**src/rtl/range_sig_decoder.sv**
```systemverilog
// Purpose: folds per-nibble {eqU, ltU, eqL, gtL} flags into one registered range verdict per key.
// Latency: the result is registered on the edge that accepts the key's ending beat and is visible the next cycle.
// Backpressure: a held, unconsumed result drops in_ready and freezes the FSM; there is no overwrite.
module range_sig_decoder #(
  parameter int MAX_NIBBLES = 8
) (
  input  logic       clk,
  input  logic       rst,
  input  logic       in_valid,
  output logic       in_ready,
  input  logic [3:0] in_flags,
  input  logic       in_last,
  output logic       out_valid,
  input  logic       out_ready,
  output logic       out_match,
  output logic [2:0] out_sig,
  output logic [3:0] out_len,
  output logic       out_err
);

  // State codes double as the signature codes reported on out_sig.
  localparam logic [2:0] S_IN   = 3'b111;
  localparam logic [2:0] S_UB   = 3'b100;
  localparam logic [2:0] S_LB   = 3'b001;
  localparam logic [2:0] S_BOTH = 3'b010;
  localparam logic [2:0] S_OUT  = 3'b000;

  // The beat that lands at this count is the last one a key may have.
  localparam logic [3:0] LAST_CNT = 4'(MAX_NIBBLES - 1);

  logic [2:0] state;
  logic [2:0] state_nxt;
  logic [2:0] beat_state;
  logic [3:0] cnt;
  logic       err;
  logic       accept;
  logic       illegal;
  logic       overrun;
  logic       key_end;
  logic       err_key;

  logic eq_u, lt_u, eq_l, gt_l;
  assign eq_u = in_flags[3];
  assign lt_u = in_flags[2];
  assign eq_l = in_flags[1];
  assign gt_l = in_flags[0];

  // State register: the FSM only moves on accepted beats, so it freezes while a result is held.
  always_ff @(posedge clk) begin
    if (!rst) begin
      state <= S_BOTH;
    end else begin
      state <= state_nxt;
    end
  end

  // Next-state logic: prefix relation after this beat, then return to BOTH once the key ends.
  always_comb begin
    illegal    = (eq_u & lt_u) | (eq_l & gt_l);
    beat_state = S_OUT;
    case (state)
      S_BOTH: begin
        if (lt_u & gt_l)      beat_state = S_IN;
        else if (eq_u & eq_l) beat_state = S_BOTH;
        else if (eq_u & gt_l) beat_state = S_UB;
        else if (eq_l & lt_u) beat_state = S_LB;
        else                  beat_state = S_OUT;
      end
      S_UB: begin
        if (lt_u)      beat_state = S_IN;
        else if (eq_u) beat_state = S_UB;
        else           beat_state = S_OUT;
      end
      S_LB: begin
        if (gt_l)      beat_state = S_IN;
        else if (eq_l) beat_state = S_LB;
        else           beat_state = S_OUT;
      end
      S_IN:    beat_state = S_IN;
      default: beat_state = S_OUT;
    endcase
    // Contradictory flags mean the upstream comparison cannot be trusted.
    if (illegal) beat_state = S_OUT;

    overrun = accept & ~in_last & (cnt == LAST_CNT);
    key_end = accept & (in_last | (cnt == LAST_CNT));
    err_key = err | illegal | overrun;

    state_nxt = state;
    if (key_end)     state_nxt = S_BOTH;
    else if (accept) state_nxt = beat_state;
  end

  // Handshake outputs: a new key may start on the cycle a held result drains.
  always_comb begin
    in_ready = ~out_valid | out_ready;
    accept   = in_valid & in_ready;
  end

  // Per-key beat counter and sticky error, cleared at every key boundary.
  always_ff @(posedge clk) begin
    if (!rst) begin
      cnt <= 4'd0;
      err <= 1'b0;
    end else if (key_end) begin
      cnt <= 4'd0;
      err <= 1'b0;
    end else if (accept) begin
      cnt <= cnt + 4'd1;
      err <= err | illegal;
    end
  end

  // Result register: loads on key end (even while draining the previous one), else clears on consume.
  always_ff @(posedge clk) begin
    if (!rst) begin
      out_valid <= 1'b0;
      out_match <= 1'b0;
      out_sig   <= S_OUT;
      out_len   <= 4'd0;
      out_err   <= 1'b0;
    end else if (key_end) begin
      out_valid <= 1'b1;
      out_match <= (beat_state != S_OUT) & ~err_key;
      out_sig   <= beat_state;
      out_len   <= cnt + 4'd1;
      out_err   <= err_key;
    end else if (out_ready) begin
      out_valid <= 1'b0;
    end
  end

endmodule

```
**config.mk**
```make
export PLATFORM = sky130hd
export DESIGN_NAME = range_sig_decoder
export DESIGN_NICKNAME = d
export VERILOG_FILES = /design/src/rtl/range_sig_decoder.sv
export SDC_FILE = /design/constraint.sdc
export NUM_CORES = 1
export LEC_CHECK = 0
export ABC_AREA = 1
export CORE_MARGIN = 1
export CORE_UTILIZATION = 40
export DETAILED_ROUTE_END_ITERATION = 10
export PLACE_DENSITY = 0.62
export SLEW_MARGIN = 20
export SYNTH_ARGS = -nofsm -noshare
export SYNTH_HDL_FRONTEND = slang
export SYNTH_SLANG_ARGS = --single-unit
```
**constraint.sdc**
```tcl
create_clock -name clk -period 1.4 [get_ports clk]
set_input_delay 0.14 -clock clk [delete_from_list [all_inputs] [get_ports clk]]
set_output_delay 0.14 -clock clk [all_outputs]
set_load 0.01 [all_outputs]
```
==> flow_summary.ini <==
[outcome]
status = complete, no violations

[cells_and_area]
stdcell_count = 183
syn2layout_area_growth_pct = 46.0
multiInputGateArea_sq_um = 439
nFillCells = 174
diodes = 0
fin_area_sq_mm = 0.00125
final_cell_mix = nand2_1, clkdlybuf4s50_1, buf_4, dfxtp_1
layout-drive-gt1-share_pct = 22.4
fin_util_pct = 62.9
layout_commonest_cell = nand2_1
seq_area_sq_um = 363
nets = 167

[place]
gp_congestion = 0.769
port-buffer-count = 19
dp_hpwl_mm = 1.50
dpl.cell_count = 179
place_area_sq_mm = 0.00119

[cts]
clock-sinks = 18
clk_latency_ns = 0.30
clock_path_buffers = 2
clockRootBuffer = clkbuf_4
htreeDepth = 1
cts_buffers = 3
tritoncts = yes
clk_pin_slew_ns = 0.11
postCtsHoldBufs = 0
cts_setup_buffers = 0

[timing]
worst_pin_slew_ns = 0.250
grt_setup_unrepaired = no
clock_skew_ns = 0.00621
timing_hold_violations_final = 0
setup_viol = 0
fin_crit_sh_pct = 96.6
slew_violations = 0
fmax_mhz = 740
tns_ns = 0
slew_headroom_pct = 83.4
period_needed_ns = 1.35
hold_ws_ns = 0.450

[logic_synthesis]
yosysUniqueCellTypes = 22
synthSimpleGateAreaFrac_pct = 30.9
synth_edf_count = 0
yosys_warnings = 0
synth_area_sq_um = 855
synth_nets = 127
synthXorXnorAreaFrac_pct = 2.05
async_flop_share_pct = 0
muxShareOfSynthArea_pct = 0
ys_ff_latch = 18
yosysSeqAreaShare_pct = 42.2
synth_top_family_by_area = simple AND/OR/NAND/NOR gates
synth_compound_area_share_pct = 15.5
syn_inst = 117
synthFlopType = dfxtp_1
yosys.area_share.adder_pct = 1.46
synth.avg_cell_area_sq_um = 7.30

[setup_path]
end_kind = primary output
cp.required_ns = 1.26
cp.arrival_ns = 1.21
max_stage_delay_ns = 0.55
crit_buf_inv = 1
r2r_slack_ns = 0.11
cp_max_fo = 2
cp_top_family = buffers and inverters
crit_chain = clkdlybuf4s50_1
worstReg2RegStart = cnt[1]
crit_end = out_valid
slowest_stage = clkdlybuf4s50_1
worstSetupPathType = reg2out
worstSetupStartpointType = flop
startpoint = out_valid
reg2reg_depth = 7
r2r-end = out_sig[1]
path_depth = 1

[drt]
wl_per_cell_um = 10.2
drt_iter0_markers = 19
num_vias = 864
ant_nets = 0
viasPerCell = 4.72
firstDrtPassIters = 4
routed_wl_mm = 1.87
drc = 0

[global_route]
grt_pass1_vias = 751
grt_pass1_wl_mm = 3.08
grt_max_degree = 11
grt_util_all_layers_pct = 18.6
antenna_found_initial = 0
grt_overflow_total = 0

[die]
dieHeight_um = 48.2
core_area_sq_mm = 0.00198
io_pins = 20
die_x_um = 48.2
num_rows = 16
initial_core_util_pct = 43.1
die-area_sq_mm = 0.00233

[min_path]
hold_start = out_len[1]
hp-class = reg2reg

[power]
pwr_density_cell_mw_per_mm2 = 890
ir_drop_uv = 502
leakage_nw = 0.580

[flow_run]
cap_violations = 0
==> cell type report <==
| class | count | share of cell area, % |
|---|---|---|
| inverters | 15 | 4.51 |
| repair buffers | 36 | 25.6 |
| multi-input cells | 83 | 35.2 |
| clock buffers | 4 | 2.91 |
| well taps | 27 | 2.71 |
| flip-flops and latches | 18 | 29.1 |
==> tightest hold or removal path, stage by stage, from the launching register on <==
cell	delay, ns
dfxtp_1	0.32
nand2_1	0.06
nand2_1	0.04
==> sequential cells by signal, indices dropped and copies added (netlist names) <==
name,flops
state,3
out_err,1
err,1
out_len,4
out_sig,3
out_match,1
cnt,4
out_valid,1
==> stage by stage <==
step,setup slack (ns),power [W]
floorplan,0.138,0.000678
global placement,-0.0580,0.000793
detailed placement,-0.107,0.000796
CTS,0.0421,0.00112
global route,0.00473,0.00118
finish,0.0481,0.00111
==> Yosys cell counts (2+ instances only) <==
cell     instances  share of area [%]
o21ai_0          2                1.2
inv_2            3                1.3
dfxtp_1         18                 42
a21oi_1          9                5.3
inv_1           12                5.3
nand2_2          2                1.5
nand2_1         29                 13
o21ai_1          9                5.3
nor2_1           9                4.0
nand3_1         12                7.0
==> where the power goes <==
part	switching [W]	internal (W)	total, W
Clock	0.000165	0.000159	0.000323
Combinational	0.000109	0.000120	0.000229
Sequential	0.0000209	0.000537	0.000558
==> timing repair <==
item / 4_1_cts / 5_1_grt
endpoints found under the setup margin: 1 / 8
pin swaps: 0 / 1
resized for setup: 1 / 5
==> metal layers <==
metal	up-vias	part of all wire (%)	track usage (%)
met5	-	0	0
met4	0	0.70	5.00
met3	2	2.8	4.07
met2	16	49	30.7
met1	387	48	24.5
li1	459	-	-
==> cells by family after synthesis <==
family                   Yosys count
flip-flops                        18
adder cells (fa/ha/maj)            1
XOR/XNOR                           2
buffers and inverters             16
AND/OR/NAND/NOR                   57
AO/OA/AOI/OAI                     23
==> worst min-delay path by stage <==
stage / to / slack, ns / cells after the start
floorplan: out_len[1] / 0.28 / 2
global placement: out_len[1] / 0.44 / 2
detailed placement: out_len[1] / 0.44 / 2
CTS: out_len[1] / 0.46 / 2
global route: out_sig[2] / 0.49 / 2
finish: out_len[1] / 0.45 / 2
Power figures use the tool's default switching activity.
